==> config.mk <==
export PLATFORM = sky130hd
export DESIGN_NAME = lb_hub_flat
export DESIGN_NICKNAME = d
export VERILOG_FILES = /design/src/rtl/lb_hub_pkg.sv /design/src/rtl/lb_hub_if.sv /design/src/rtl/lb_hub_regs.sv /design/src/rtl/lb_hub.sv /design/src/flat_wrapper.sv
export SDC_FILE = /design/constraint.sdc
export NUM_CORES = 1
export LEC_CHECK = 0
export CORE_MARGIN = 1.5
export CORE_UTILIZATION = 45
export DETAILED_ROUTE_END_ITERATION = 10
export PLACE_DENSITY = 0.82
export REMOVE_ABC_BUFFERS = 1
export SYNTH_ARGS = -nofsm -noshare
export SYNTH_HDL_FRONTEND = slang
export SYNTH_SLANG_ARGS = --single-unit
==> constraint.sdc <==
create_clock -name clk_lb -period 2.8 [get_ports clk_lb]
set_clock_uncertainty 0.15 [all_clocks]
set_input_delay 0.28 -clock clk_lb [delete_from_list [all_inputs] [get_ports clk_lb]]
set_output_delay 0.28 -clock clk_lb [all_outputs]
set_load 0.05 [all_outputs]
==> src/rtl/lb_hub_pkg.sv <==
// Shared types and constants for the local-bus hub: FSM states, local
// register offsets, region field width and fixed response words.
package lb_hub_pkg;

   typedef enum logic [1:0] {
      ST_IDLE,
      ST_ISSUE,
      ST_WAIT,
      ST_RESP
   } state_t;

   localparam int unsigned REGION_W = 4;

   localparam logic [15:0] OFS_ID        = 16'h0000;
   localparam logic [15:0] OFS_SCRATCH   = 16'h0004;
   localparam logic [15:0] OFS_USER_CTRL = 16'h0008;
   localparam logic [15:0] OFS_LED       = 16'h000C;
   localparam logic [15:0] OFS_STATUS    = 16'h0010;

   localparam logic [31:0] UNMAPPED_DATA = 32'hBADADD00;
   localparam logic [31:0] TIMEOUT_DATA  = 32'hDEADBEEF;

endpackage

==> src/rtl/lb_hub_if.sv <==
// Host-side local bus: one-cycle strobes in, registered read data out.
interface lb_hub_if;

   logic        lb_wr;
   logic        lb_rd;
   logic [31:0] lb_addr;
   logic [31:0] lb_wr_d;
   logic [31:0] lb_rd_d;
   logic        lb_rd_rdy;

   modport master (
      output lb_wr, lb_rd, lb_addr, lb_wr_d,
      input  lb_rd_d, lb_rd_rdy
   );

   modport slave (
      input  lb_wr, lb_rd, lb_addr, lb_wr_d,
      output lb_rd_d, lb_rd_rdy
   );

endinterface

==> src/rtl/lb_hub_regs.sv <==
// Local register file of the hub (region 0) and its combinational read mux.
// Optional feature macro: LB_HUB_TIMEOUT_EN (saturating timeout count in status).
module lb_hub_regs
   import lb_hub_pkg::*;
#(
   parameter logic [31:0] ID_VALUE = 32'h12345678
) (
   input  logic        clk_lb,
   input  logic        reset,
   input  logic        wr_en,
   input  logic [15:0] addr,
   input  logic [31:0] wr_d,
`ifdef LB_HUB_TIMEOUT_EN
   input  logic        tmo_inc,
`endif
   input  logic        drop_set,
   output logic [31:0] rd_data,
   output logic [31:0] user_ctrl,
   output logic [3:0]  led_bus
);

   logic [31:0] scratch_q;
   logic [31:0] user_q;
   logic [3:0]  led_q;
   logic        drop_q;
   logic [31:0] status_val;

   // RW registers and sticky drop flag; a drop in the same cycle as a
   // status clear leaves the flag set
   always_ff @(posedge clk_lb) begin
      if (reset) begin
         scratch_q <= '0;
         user_q    <= '0;
         led_q     <= '0;
         drop_q    <= 1'b0;
      end else begin
         if (wr_en) begin
            case (addr)
               OFS_SCRATCH:   scratch_q <= wr_d;
               OFS_USER_CTRL: user_q    <= wr_d;
               OFS_LED:       led_q     <= wr_d[3:0];
               OFS_STATUS:    drop_q    <= 1'b0;
               default:       ;
            endcase
         end
         if (drop_set) begin
            drop_q <= 1'b1;
         end
      end
   end

`ifdef LB_HUB_TIMEOUT_EN
   logic [15:0] tmo_cnt_q;

   // Saturating count of abandoned slave reads, cleared by any status write
   always_ff @(posedge clk_lb) begin
      if (reset) begin
         tmo_cnt_q <= '0;
      end else if (wr_en && addr == OFS_STATUS) begin
         tmo_cnt_q <= '0;
      end else if (tmo_inc && tmo_cnt_q != 16'hFFFF) begin
         tmo_cnt_q <= tmo_cnt_q + 16'd1;
      end
   end

   assign status_val = {drop_q, 15'b0, tmo_cnt_q};
`else
   assign status_val = {drop_q, 31'b0};
`endif

   // Local read mux; unknown offsets read as zero
   always_comb begin
      rd_data = '0;
      case (addr)
         OFS_ID:        rd_data = ID_VALUE;
         OFS_SCRATCH:   rd_data = scratch_q;
         OFS_USER_CTRL: rd_data = user_q;
         OFS_LED:       rd_data = {28'b0, led_q};
         OFS_STATUS:    rd_data = status_val;
         default:       rd_data = '0;
      endcase
   end

   assign user_ctrl = user_q;
   assign led_bus   = led_q;

endmodule

==> src/rtl/lb_hub.sv <==
// Local-bus hub: decodes region 0 to the local register file, regions
// 1..NUM_SLAVES to registered slave strobes, and runs the slave read FSM.
// Optional feature macro: LB_HUB_TIMEOUT_EN (abandon slave reads after
// RD_TIMEOUT cycles in WAIT).
module lb_hub
   import lb_hub_pkg::*;
#(
   parameter int unsigned NUM_SLAVES = 4,
   parameter int unsigned RD_TIMEOUT = 256,
   parameter logic [31:0] ID_VALUE   = 32'h12345678
) (
   input  logic                     clk_lb,
   input  logic                     reset,
   lb_hub_if.slave                  lb,
   output logic [NUM_SLAVES-1:0]    slv_cs,
   output logic                     slv_wr,
   output logic                     slv_rd,
   output logic [15:0]              slv_addr,
   output logic [31:0]              slv_wr_d,
   input  logic [NUM_SLAVES*32-1:0] slv_rd_d,
   input  logic [NUM_SLAVES-1:0]    slv_rd_rdy,
   output logic [31:0]              user_ctrl,
   output logic [3:0]               led_bus,
   output logic                     busy
);

   if (NUM_SLAVES < 1 || NUM_SLAVES > 15) begin : g_bad_num_slaves
      $error("lb_hub: NUM_SLAVES must be within 1..15");
   end
   if (RD_TIMEOUT < 2) begin : g_bad_rd_timeout
      $error("lb_hub: RD_TIMEOUT must be at least 2");
   end

   localparam logic [REGION_W-1:0] MAX_REGION = REGION_W'(NUM_SLAVES);

   state_t                state_q, state_n;
   logic [REGION_W-1:0]   sel_q, sel_n;
   logic [NUM_SLAVES-1:0] cs_q, cs_n;
   logic                  swr_q, swr_n;
   logic                  srd_q, srd_n;
   logic [15:0]           saddr_q, saddr_n;
   logic [31:0]           swd_q, swd_n;
   logic                  rdy_q, rdy_n;
   logic [31:0]           rd_d_q, rd_d_n;

   logic [REGION_W-1:0]   region;
   logic [15:0]           offset;
   logic                  idle, is_local, is_slave;
   logic [NUM_SLAVES-1:0] dec_cs;
   logic                  sel_rdy;
   logic [31:0]           sel_data;
   logic [31:0]           local_rd_d;
   logic                  local_wr, drop_set;

`ifdef LB_HUB_TIMEOUT_EN
   localparam int unsigned        CNT_W    = $clog2(RD_TIMEOUT);
   localparam logic [CNT_W-1:0]   CNT_LAST = CNT_W'(RD_TIMEOUT - 1);
   logic [CNT_W-1:0]              wait_cnt_q, wait_cnt_n;
   logic                          tmo_inc;
`endif

   assign region   = lb.lb_addr[19:16];
   assign offset   = lb.lb_addr[15:0];
   assign idle     = (state_q == ST_IDLE);
   assign busy     = ~idle;
   assign is_local = (region == '0);
   assign is_slave = ~is_local && (region <= MAX_REGION);
   assign local_wr = idle & lb.lb_wr & is_local;
   // Strobes while busy are dropped; a read paired with a write loses
   assign drop_set = ((lb.lb_wr | lb.lb_rd) & ~idle) | (idle & lb.lb_wr & lb.lb_rd);

   // One-hot slave select for the addressed region and selected-slave mux
   always_comb begin
      dec_cs   = '0;
      sel_rdy  = 1'b0;
      sel_data = '0;
      for (int unsigned i = 0; i < NUM_SLAVES; i++) begin
         dec_cs[i] = (region == REGION_W'(i + 1));
         if (sel_q == REGION_W'(i)) begin
            sel_rdy  = slv_rd_rdy[i];
            sel_data = slv_rd_d[i*32 +: 32];
         end
      end
   end

   lb_hub_regs #(
      .ID_VALUE (ID_VALUE)
   ) u_regs (
      .clk_lb    (clk_lb),
      .reset     (reset),
      .wr_en     (local_wr),
      .addr      (offset),
      .wr_d      (lb.lb_wr_d),
`ifdef LB_HUB_TIMEOUT_EN
      .tmo_inc   (tmo_inc),
`endif
      .drop_set  (drop_set),
      .rd_data   (local_rd_d),
      .user_ctrl (user_ctrl),
      .led_bus   (led_bus)
   );

   // Next state and next values of all registered bus outputs
   always_comb begin
      state_n = state_q;
      sel_n   = sel_q;
      cs_n    = '0;
      swr_n   = 1'b0;
      srd_n   = 1'b0;
      saddr_n = saddr_q;
      swd_n   = swd_q;
      rdy_n   = 1'b0;
      rd_d_n  = rd_d_q;
`ifdef LB_HUB_TIMEOUT_EN
      wait_cnt_n = wait_cnt_q;
      tmo_inc    = 1'b0;
`endif
      case (state_q)
         ST_IDLE: begin
            if (lb.lb_wr) begin
               if (is_slave) begin
                  cs_n    = dec_cs;
                  swr_n   = 1'b1;
                  saddr_n = offset;
                  swd_n   = lb.lb_wr_d;
               end
            end else if (lb.lb_rd) begin
               if (is_slave) begin
                  cs_n    = dec_cs;
                  srd_n   = 1'b1;
                  saddr_n = offset;
                  sel_n   = region - REGION_W'(1);
                  state_n = ST_ISSUE;
               end else begin
                  rdy_n  = 1'b1;
                  rd_d_n = is_local ? local_rd_d : UNMAPPED_DATA;
               end
            end
         end
         ST_ISSUE: begin
`ifdef LB_HUB_TIMEOUT_EN
            wait_cnt_n = '0;
`endif
            if (sel_rdy) begin
               rd_d_n  = sel_data;
               rdy_n   = 1'b1;
               state_n = ST_RESP;
            end else begin
               state_n = ST_WAIT;
            end
         end
         ST_WAIT: begin
            if (sel_rdy) begin
               rd_d_n  = sel_data;
               rdy_n   = 1'b1;
               state_n = ST_RESP;
            end
`ifdef LB_HUB_TIMEOUT_EN
            else if (wait_cnt_q == CNT_LAST) begin
               rd_d_n  = TIMEOUT_DATA;
               rdy_n   = 1'b1;
               tmo_inc = 1'b1;
               state_n = ST_RESP;
            end else begin
               wait_cnt_n = wait_cnt_q + CNT_W'(1);
            end
`endif
         end
         ST_RESP: begin
            state_n = ST_IDLE;
         end
         default: begin
            state_n = ST_IDLE;
         end
      endcase
   end

   // State and registered outputs
   always_ff @(posedge clk_lb) begin
      if (reset) begin
         state_q <= ST_IDLE;
         sel_q   <= '0;
         cs_q    <= '0;
         swr_q   <= 1'b0;
         srd_q   <= 1'b0;
         saddr_q <= '0;
         swd_q   <= '0;
         rdy_q   <= 1'b0;
         rd_d_q  <= '0;
      end else begin
         state_q <= state_n;
         sel_q   <= sel_n;
         cs_q    <= cs_n;
         swr_q   <= swr_n;
         srd_q   <= srd_n;
         saddr_q <= saddr_n;
         swd_q   <= swd_n;
         rdy_q   <= rdy_n;
         rd_d_q  <= rd_d_n;
      end
   end

`ifdef LB_HUB_TIMEOUT_EN
   // Cycles spent in WAIT for the current slave read
   always_ff @(posedge clk_lb) begin
      if (reset) begin
         wait_cnt_q <= '0;
      end else begin
         wait_cnt_q <= wait_cnt_n;
      end
   end
`endif

   assign slv_cs       = cs_q;
   assign slv_wr       = swr_q;
   assign slv_rd       = srd_q;
   assign slv_addr     = saddr_q;
   assign slv_wr_d     = swd_q;
   assign lb.lb_rd_rdy = rdy_q;
   assign lb.lb_rd_d   = rd_d_q;

endmodule

==> src/flat_wrapper.sv <==
// flat-port wrapper written by rule: the top's interface ports become plain ports
module lb_hub_flat import lb_hub_pkg::*;
#(
   parameter int unsigned NUM_SLAVES = 4,
   parameter int unsigned RD_TIMEOUT = 256,
   parameter logic [31:0] ID_VALUE   = 32'h12345678
)
  (clk_lb, reset, slv_cs, slv_wr, slv_rd, slv_addr, slv_wr_d, slv_rd_d, slv_rd_rdy, user_ctrl, led_bus, busy, lb_lb_wr, lb_lb_rd, lb_lb_addr, lb_lb_wr_d, lb_lb_rd_d, lb_lb_rd_rdy);
  lb_hub_if lb_i ();
  input  logic clk_lb;
  input  logic reset;
  output logic [NUM_SLAVES-1:0] slv_cs;
  output logic slv_wr;
  output logic slv_rd;
  output logic [15:0] slv_addr;
  output logic [31:0] slv_wr_d;
  input  logic [NUM_SLAVES*32-1:0] slv_rd_d;
  input  logic [NUM_SLAVES-1:0] slv_rd_rdy;
  output logic [31:0] user_ctrl;
  output logic [3:0] led_bus;
  output logic busy;
  input wire logic [$bits(lb_i.lb_wr)-1:0] lb_lb_wr;
  input wire logic [$bits(lb_i.lb_rd)-1:0] lb_lb_rd;
  input wire logic [$bits(lb_i.lb_addr)-1:0] lb_lb_addr;
  input wire logic [$bits(lb_i.lb_wr_d)-1:0] lb_lb_wr_d;
  output wire logic [$bits(lb_i.lb_rd_d)-1:0] lb_lb_rd_d;
  output wire logic [$bits(lb_i.lb_rd_rdy)-1:0] lb_lb_rd_rdy;
  assign lb_i.lb_wr = lb_lb_wr;
  assign lb_i.lb_rd = lb_lb_rd;
  assign lb_i.lb_addr = lb_lb_addr;
  assign lb_i.lb_wr_d = lb_lb_wr_d;
  assign lb_lb_rd_d = lb_i.lb_rd_d;
  assign lb_lb_rd_rdy = lb_i.lb_rd_rdy;
  lb_hub #(.NUM_SLAVES(NUM_SLAVES), .RD_TIMEOUT(RD_TIMEOUT), .ID_VALUE(ID_VALUE)) u_core (.clk_lb(clk_lb), .reset(reset), .lb(lb_i), .slv_cs(slv_cs), .slv_wr(slv_wr), .slv_rd(slv_rd), .slv_addr(slv_addr), .slv_wr_d(slv_wr_d), .slv_rd_d(slv_rd_d), .slv_rd_rdy(slv_rd_rdy), .user_ctrl(user_ctrl), .led_bus(led_bus), .busy(busy));
endmodule
======== After elaboration in Yosys (flattened, before gate mapping) ========
Cells that the tools add are included.
storage, ports and cells
  logic and storage cells ................. 103
  output and inout port bits .............. 124
  flip-flop bits (word level) ............. 162
operators by class
  add/subtract/negate cells ............... 1
  bitwise gates (word level) .............. 10
  equal/unequal tests ..................... 20
  reductions and logical operators ........ 22
  mux-type cells .......................... 36
  magnitude comparators ................... 1
operator list
  kind                   count
  $mux W32               9
  $pmux W32 S5           1
  $pmux W32 S2           1
  $mux W16               3
  $eq A16 B4 Y1 const B  2
  $eq A16 B3 Y1 const B  1
  $eq A16 B5 Y1 const B  1
  $eq A4 B2 Y1 const B   4
  $logic_not A16 Y1      1
  $mux W1                13
  $mux W4                3
  $reduce_and A2 Y1      5
  $eq A4 B1 Y1 const B   2
  $logic_not A4 Y1       2
  $mux W2                4
  $ne A2 B2 Y1 const B   4
  $pmux W2 S4            1
  $reduce_and A4 Y1      2
  $reduce_bool A2 Y1     4
  $reduce_and A5 Y1      1
  $and A1 B1 Y1          4
  $eq A2 B2 Y1 const B   2
  $eq A4 B3 Y1 const B   1
  $le A4 B3 Y1 const B   1
  other kinds (12)       18

======== Depth between registers and ports, before layout ========
Gate-level depths: netlist of run 1.
  word-level depth ........................ 7
  depth in mapped cells ................... 10

======== By module ========
Synthesis of run 1 repeated with hierarchy kept, for this count alone.
unflattened totals
  cell total of the unflattened synthesis .. 1067
  area, all modules ....................... 8111.5 µm²
modules (own cells, without submodules)
  module       instances  seq. area each (µm²)  area an instance (µm²)  cells an instance
  lb_hub       1          1861.8                4854.7                  630
  lb_hub_regs  1          1381.3                3256.9                  437

======== Least setup slack after synthesis of run 1 ========
Ideal clock, no wire load.
  kind .................................... flip-flop to flip-flop
  from .................................... register u_core.state_q[0]
  to ...................................... register u_core.saddr_q[10] (netlist: u_core.slv_addr[10])
  slack ................................... 0.100 ns
  required time ........................... 2.580 ns
  arrival ................................. 2.479 ns
  cell stages (with the launch flop) ...... 9
  buffers on the path ..................... 2
  library setup time ...................... 0.070 ns
  cells stage by stage .................... dfxtp_1 > inv_1 > ha_1 > buf_2 > clkinv_1 > nor4_1 > clkbuf_1 > nand2_1 > a21oi_1
between the ends
  longest elaborated chain between the ends .. 2
ends and longest elaborated chain
  what                         line           RTL
  start: declaration           lb_hub.sv:36   state_t state_q, state_n;
  start signal: assignment     lb_hub.sv:191  state_q <= state_n;
  $logic_not A2 Y1             lb_hub.sv:118  case (state_q)
  $reduce_and A2 Y1 (no line)  -
  end signal: assignment       lb_hub.sv:196  saddr_q <= saddr_n;
  end: declaration             lb_hub.sv:41   logic [15:0] saddr_q, saddr_n;
No other way between the ends.
A chain may end at the register's enable or synchronous reset.

======== Worst setup path after layout of run 1 ========
  from .................................... register u_core.state_q[1]
  to ...................................... output busy
between the ends
  longest elaborated chain between the ends .. 2
ends and longest elaborated chain
  what                  line                RTL
  $logic_not A2 Y1      lb_hub.sv:64        assign idle = (state_q == ST_IDLE);
  $not A1 Y1 (no line)  -
  end: declaration      flat_wrapper.sv:21  output logic busy;
No other way between the ends.

==> impl_metrics.tcl, run 1 <==
set metrics [dict create \
    wire_per_inst_um 21.3 \
    stdcell_area_um2 12700 \
    drt_iter0_markers 981 \
    postCtsHoldBufs 0 \
    async_reset_ff_share_pct 0 \
    p_per_area_nw_per_um2 653 \
    synth-seq-cells 162 \
    r2r-start "u_core.sel_q[3]" \
    clockBufferDepth 2 \
    vias 9536 \
    nets 1475 \
    worstMarginPinSlew_ps 1160 \
    hold_end "u_core.slv_wr_d[27]" \
    hold_class "in2reg" \
    io_pins 324 \
    antenna_cells 0 \
    ir_drop_mv 0.512 \
    relSlewSlack_pct 22.2 \
    r2r_slack_ps 160 \
    path_clk_slew_ps 70 \
    fin_tns_setup_ps 0 \
    fin_crit_sh_pct 96.2 \
    hold_viol 0 \
    grt_usage_pct 32.0 \
    grt_antenna_before_repair 0 \
    drcViolationCount 0 \
    worstPathArrival_ps 2260 \
    fillers 1510 \
    slew_violations 0 \
    holdPathStages 2 \
    grt_pass1_wl_um 49900 \
    place_area_um2 12100 \
    synth.distinct_cells 53 \
    cts_tree "built" \
    seqCellArea_um2 3250 \
    cpPeakStageDelay_ps 820 \
    final_common_cell "clkdlybuf4s50_1" \
    cp_num_buf_inv 4 \
    leakage_nw 4.16 \
    cp_top_family "buffers and inverters" \
    grt_max_degree 70 \
    clock.fmax_ghz 0.371 \
    synth.cell_area_um2 8500 \
    core_um2 18600 \
    synth_flop_cell "dfxtp_1" \
    die-width_um 140 \
    synthesis.instances 990 \
    critPathCaptureType "primary output" \
    fin_ws_ps 107 \
    first_pass_iters 5 \
    synth_edf_count 0 \
    grt_pass1_vias 9239 \
    avgSynthCellArea_um2 8.58 \
    setup_viol 0 \
    cts_htree_levels 4 \
    die_y_um 140 \
    place_ws_ps -478 \
    cts_resized 1 \
    syn_to_final_growth_pct 49.5 \
    row_count 50 \
    dp_hpwl_um 22200 \
    drv_cap 0 \
    crit_type "reg2out" \
    postCtsSetupBuffers 0 \
    initial_core_util_pct 45.6 \
    multi_input_area_um2 4810 \
    status "complete, no violations" \
    required_ps 2370 \
    gp_congestion 0.866 \
    overflow 0 \
    cts_buffers 17 \
    crit_chain "inv_1, ha_1, clkinv_1, buf_4, clkdlybuf4s50_1" \
    synth-warning-count 0 \
    wirelength_um 32100 \
    drive_gt1_share_pct 12.8 \
    fin_crit_ps 2690 \
    most-common-layout-cells "clkdlybuf4s50_1, dfxtp_1, a21oi_1" \
    grt_setup_unrepaired "no" \
    path_max_fanout 8 \
    worstReg2RegEnd "u_core.lb.lb_rd_d[14]" \
    root_buffer "clkbuf_16" \
    slowest_stage "clkdlybuf4s50_1" \
    ant_nets 0 \
    insertion_delay_ps 430 \
    dieArea_um2 19700 \
    min_from "reset" \
    port_buffers 311 \
    cp-start-kind "flop" \
    viasPerCell 6.31 \
    cts_sinks 162 \
    worst_r2r_path_depth 4 \
    synth_seq_area_share_pct 38.2 \
]
## logic make-up after synthesis
group	synth area share [%]
AOI/OAI and AO/OA	29.2
DFF	38.2
buffers and inverters	6.29
xor gates and xnor gates	0.412
adders and majority gates	1.47
and+or+nand+nor	15.6
muxes	8.80
## registers in the layout, summed over array words and instances (netlist names)
| name | flops |
|---|---|
| u_core.slv_wr_d | 32 |
| u_core.u_regs.led_bus | 4 |
| u_core.sel_q | 4 |
| u_core.u_regs.scratch_q | 32 |
| u_core.slv_cs | 4 |
| u_core.lb.lb_rd_rdy | 1 |
| u_core.state_q | 2 |
| u_core.slv_wr | 1 |
| u_core.u_regs.drop_q | 1 |
| u_core.slv_rd | 1 |
| u_core.u_regs.user_ctrl | 32 |
| u_core.slv_addr | 16 |
| u_core.lb.lb_rd_d | 32 |
## layer usage
metal / track usage [%] / wire (um) / up-vias
li1: - / - / 4339
met1: 40.5 / 12900 / 4533
met2: 53.5 / 15700 / 575
met3: 6.29 / 2640 / 89
met4: 12.9 / 991 / 0
met5: 0 / 0 / -
## metrics by stage
step	instances	hold WS (ps)	util (%)	total power, mW
floorplan	874	199	-	4.51
global placement	1480	291	64.9	5.89
detailed placement	1480	296	64.9	5.94
CTS	1512	90.5	68.2	8.29
global route	1512	111	68.2	8.59
finish	1512	93.8	68.2	8.30
## final cells by class
type | instances | share of cell area, %
clock inverters | 10 | 0.975
well taps | 234 | 2.30
clock buffers | 22 | 3.73
inverters | 16 | 0.473
flip-flops and latches | 162 | 25.5
multi-input cells | 696 | 37.8
repair buffers | 372 | 29.2
## cell usage after synthesis, drive strengths merged, types with 5 or more instances
cell type	instances	area, um^2
o41ai	10	87.6
o22ai	10	62.6
o31ai	69	618
o21ai	24	120
mux2i	32	320
nand2	100	375
a31oi	22	138
nor2	15	56.3
mux4	12	270
a22o	19	166
inv	14	52.6
o32ai	6	52.6
nor4	8	62.6
clkbuf	95	357
nand2b	17	106
dfxtp	162	3240
o211ai	11	82.6
nand4	70	438
nand3	15	80.1
a211oi	11	82.6
nor3	6	30.0
o311ai	10	87.6
buf	21	118
mux2	14	158
a32oi	5	43.8
a311oi	12	105
nor2b	8	50.1
ha	10	125
a21oi	148	741
## power by group
group	leakage [nW]	internal (mW)	switching (mW)
sequential	1.32	2.56	0.156
combinational	2.56	1.19	2.02
clock	0.287	1.39	0.974
## worst max-delay path by stage
| stage | from | endpoint | slack, ps | cells past startpoint |
|---|---|---|---|---|
| global placement | lb_lb_addr[16] | u_core.lb.lb_rd_d[21] | -290 | 9 |
| floorplan | lb_lb_addr[16] | u_core.u_regs.drop_q | -1680 | 6 |
| global route | u_core.state_q[1] | busy | 20 | 5 |
| detailed placement | lb_lb_addr[16] | u_core.lb.lb_rd_d[13] | -480 | 9 |
| CTS | u_core.state_q[1] | busy | 110 | 5 |
| finish | u_core.state_q[1] | busy | 110 | 5 |
Power figures use the tool's default switching activity.
==> inputs of run 2 (changes only) <==
Settings changed: CORE_UTILIZATION 45 to 44, PLACE_DENSITY 0.82 to 0.81, SYNTH_HIERARCHICAL set to 1.
==> impl_metrics.tcl, run 2 <==
set metrics [dict create \
    status "complete, no violations" \
    vias 9191 \
    ir_drop_mv 0.445 \
    fin_tns_setup_ps 0 \
    p_per_area_nw_per_um2 709 \
    cts_tree "built" \
    grt.met3_usage_pct 6.73 \
    synth_area_leader_cell "dfxtp_1" \
    relSlewSlack_pct 21.8 \
    cts_buffers 17 \
    synthesis.instances 1067 \
    synth.most_common_cell "dfxtp_1" \
    seqCellArea_um2 3250 \
    slew_violations 0 \
    cpPeakStageDelay_ps 420 \
    final_common_cell "clkdlybuf4s50_1" \
    synth_common_cells "dfxtp_1, a21oi_1, nand2_1" \
    dp_hpwl_um 21300 \
    grt_setup_unrepaired "no" \
    cp_common_cell "buf_4" \
    cts_sinks 162 \
    postCtsHoldBufs 0 \
    postCtsSetupBuffers 0 \
    path_clk_slew_ps 60 \
    worstMarginPinSlew_ps 1170 \
    slowest_stage "dfxtp_1" \
    fin_crit_ps 2660 \
    wirelength_um 30900 \
    gp_congestion 0.861 \
    power.switching_mw 3.32 \
    port_buffers 311 \
    combPwrFrac_pct 42.2 \
    post-route-util_pct 67.1 \
    dieArea_um2 19300 \
    fin_crit_sh_pct 95.1 \
    p_clk_share_pct 26.0 \
    crit_chain "inv_1, ha_1, buf_6, buf_4, clkinv_1, buf_4, o211ai_4, buf_12, nor2b_1, nor3_1" \
    insertion_delay_ps 420 \
    io_pins 324 \
    power_mw 8.57 \
    ant_nets 0 \
    grt.met1_usage_pct 38.5 \
    viasPerCell 5.83 \
    drv_cap 0 \
    cts_resized 0 \
    core_um2 18000 \
    initial_core_util_pct 45.0 \
    cp-start-kind "flop" \
    wire_per_inst_um 19.6 \
    die-width_um 139 \
    grt_usage_pct 31.0 \
    overflow 0 \
    drt_iter0_markers 678 \
    clock.fmax_ghz 0.376 \
    async_reset_ff_share_pct 0 \
    synth_edf_count 0 \
    power_frac_seq_pct 31.8 \
    grt_pass1_vias 8804 \
    path_max_fanout 28 \
    cts_htree_levels 4 \
    most-common-layout-cells "clkdlybuf4s50_1, dfxtp_1, a21oi_1" \
    synth.cell_area_um2 8110 \
    grt_antenna_before_repair 3 \
    fin_ws_ps 138 \
    synth_flop_cell "dfxtp_1" \
    hold_class "in2reg" \
    multi_input_area_um2 4360 \
    crit_type "reg2reg" \
    synth.distinct_cells 51 \
    synth-warning-count 6 \
    synth_seq_area_share_pct 40.0 \
    synth_area_leaders "dfxtp_1, a21oi_1, nand2_1" \
    synth_top_area_share_pct 40.0 \
    top_usage_layer "met2" \
    drive_gt1_share_pct 6.99 \
    grt_pass1_wl_um 47900 \
    swShare_pct 38.7 \
    place_ws_ps -24.5 \
    row_count 49 \
    met2_usage_pct 52.8 \
    leakage_nw 4.05 \
    drcViolationCount 0 \
    syn_to_final_growth_pct 49.1 \
    die_y_um 139 \
    root_buffer "clkbuf_16" \
    first_pass_iters 5 \
    synth-seq-cells 162 \
    fillers 1547 \
    grt_max_degree 73 \
    setup_viol 0 \
    clockBufferDepth 2 \
    critPathCaptureType "flop" \
    worstPathArrival_ps 2790 \
    hold_viol 0 \
    intPower_mw 5.26 \
    avgSynthCellArea_um2 7.60 \
    nets 1544 \
    required_ps 2930 \
]
[run 2: changes by cell type in the layout (fill, tap and decap cells not counted), moves of 17 or more]
cell      before  now
nor2_1        14   91
o21ai_0       24   77
o31ai_1       49    3
o31ai_2       20    0
nand3_1       14   67
nand4_1       70    6
a21boi_0       0   17
nor3_1         3   37
a31oi_1       22    0
a22oi_1        0   19
a22o_1        19    0
nand2_1      100  121
[run 2: layout make-up]
cell class,count,share of cell area [%]
diodes,2,0.0414
clock buffers,19,3.58
clock inverters,10,0.942
inverters,22,0.683
multi-input cells,777,36.1
flip-flops and latches,162,26.8
well taps,229,2.37
repair buffers,355,29.5
[run 2: final timing paths]
check / slack, ps / from / end / cells past startpoint
min: 110 / reset / u_core/slv_wr / 2
max: 140 / u_core/state_q[1] / u_core/lb.lb_rd_d[2] / 10
min reg2reg: 300 / u_core/slv_addr[0] / u_core/slv_addr[0] / 2
max reg2reg: 140 / u_core/state_q[1] / u_core/lb.lb_rd_d[2] / 10
[run 2: power groups by stage]
stage | Combinational, mW | Sequential, mW | Clock (mW)
5_1_grt | 3.80 | 2.76 | 2.35
6_report | 3.62 | 2.73 | 2.23
3_5_place_dp | 3.50 | 2.78 | 0
3_3_place_gp | 3.46 | 2.77 | 0
4_1_cts | 3.52 | 2.73 | 2.25
2_1_floorplan | 1.15 | 3.60 | 0
[run 2: critical path, delay by kind of cell, from the launching register on]
family | cells | cell delay [ps]
DFF | 1 | 420
adders and majority gates | 1 | 370
buffers and inverters | 6 | 1060
AOI/OAI and AO/OA | 1 | 320
and+or+nand+nor | 2 | 210
[run 2: metrics by stage]
| stage | hold slack, ps | cell area, um^2 | instances |
|---|---|---|---|
| global placement | 291 | 11500 | 1544 |
| CTS | 115 | 12100 | 1573 |
| global route | 154 | 12100 | 1576 |
| finish | 112 | 12100 | 1576 |
| floorplan | 199 | 7640 | 961 |
| detailed placement | 297 | 11500 | 1544 |
[run 2: metal layers]
layer	up-vias	wire, um
met5	-	11
met4	2	837
met3	59	2660
met2	472	15000
met1	4345	12300
li1	4313	-
[run 2: kinds of logic after synthesis]
group / after synthesis / share of synthesized area (%)
multiplexers: 22 / 2.76
AND/OR/NAND/NOR: 413 / 24.5
adder cells (fa/ha/maj): 9 / 1.39
flip-flops: 162 / 40.0
XOR/XNOR: 4 / 0.432
AO/OA/AOI/OAI: 329 / 24.1
buffers and inverters: 128 / 6.79
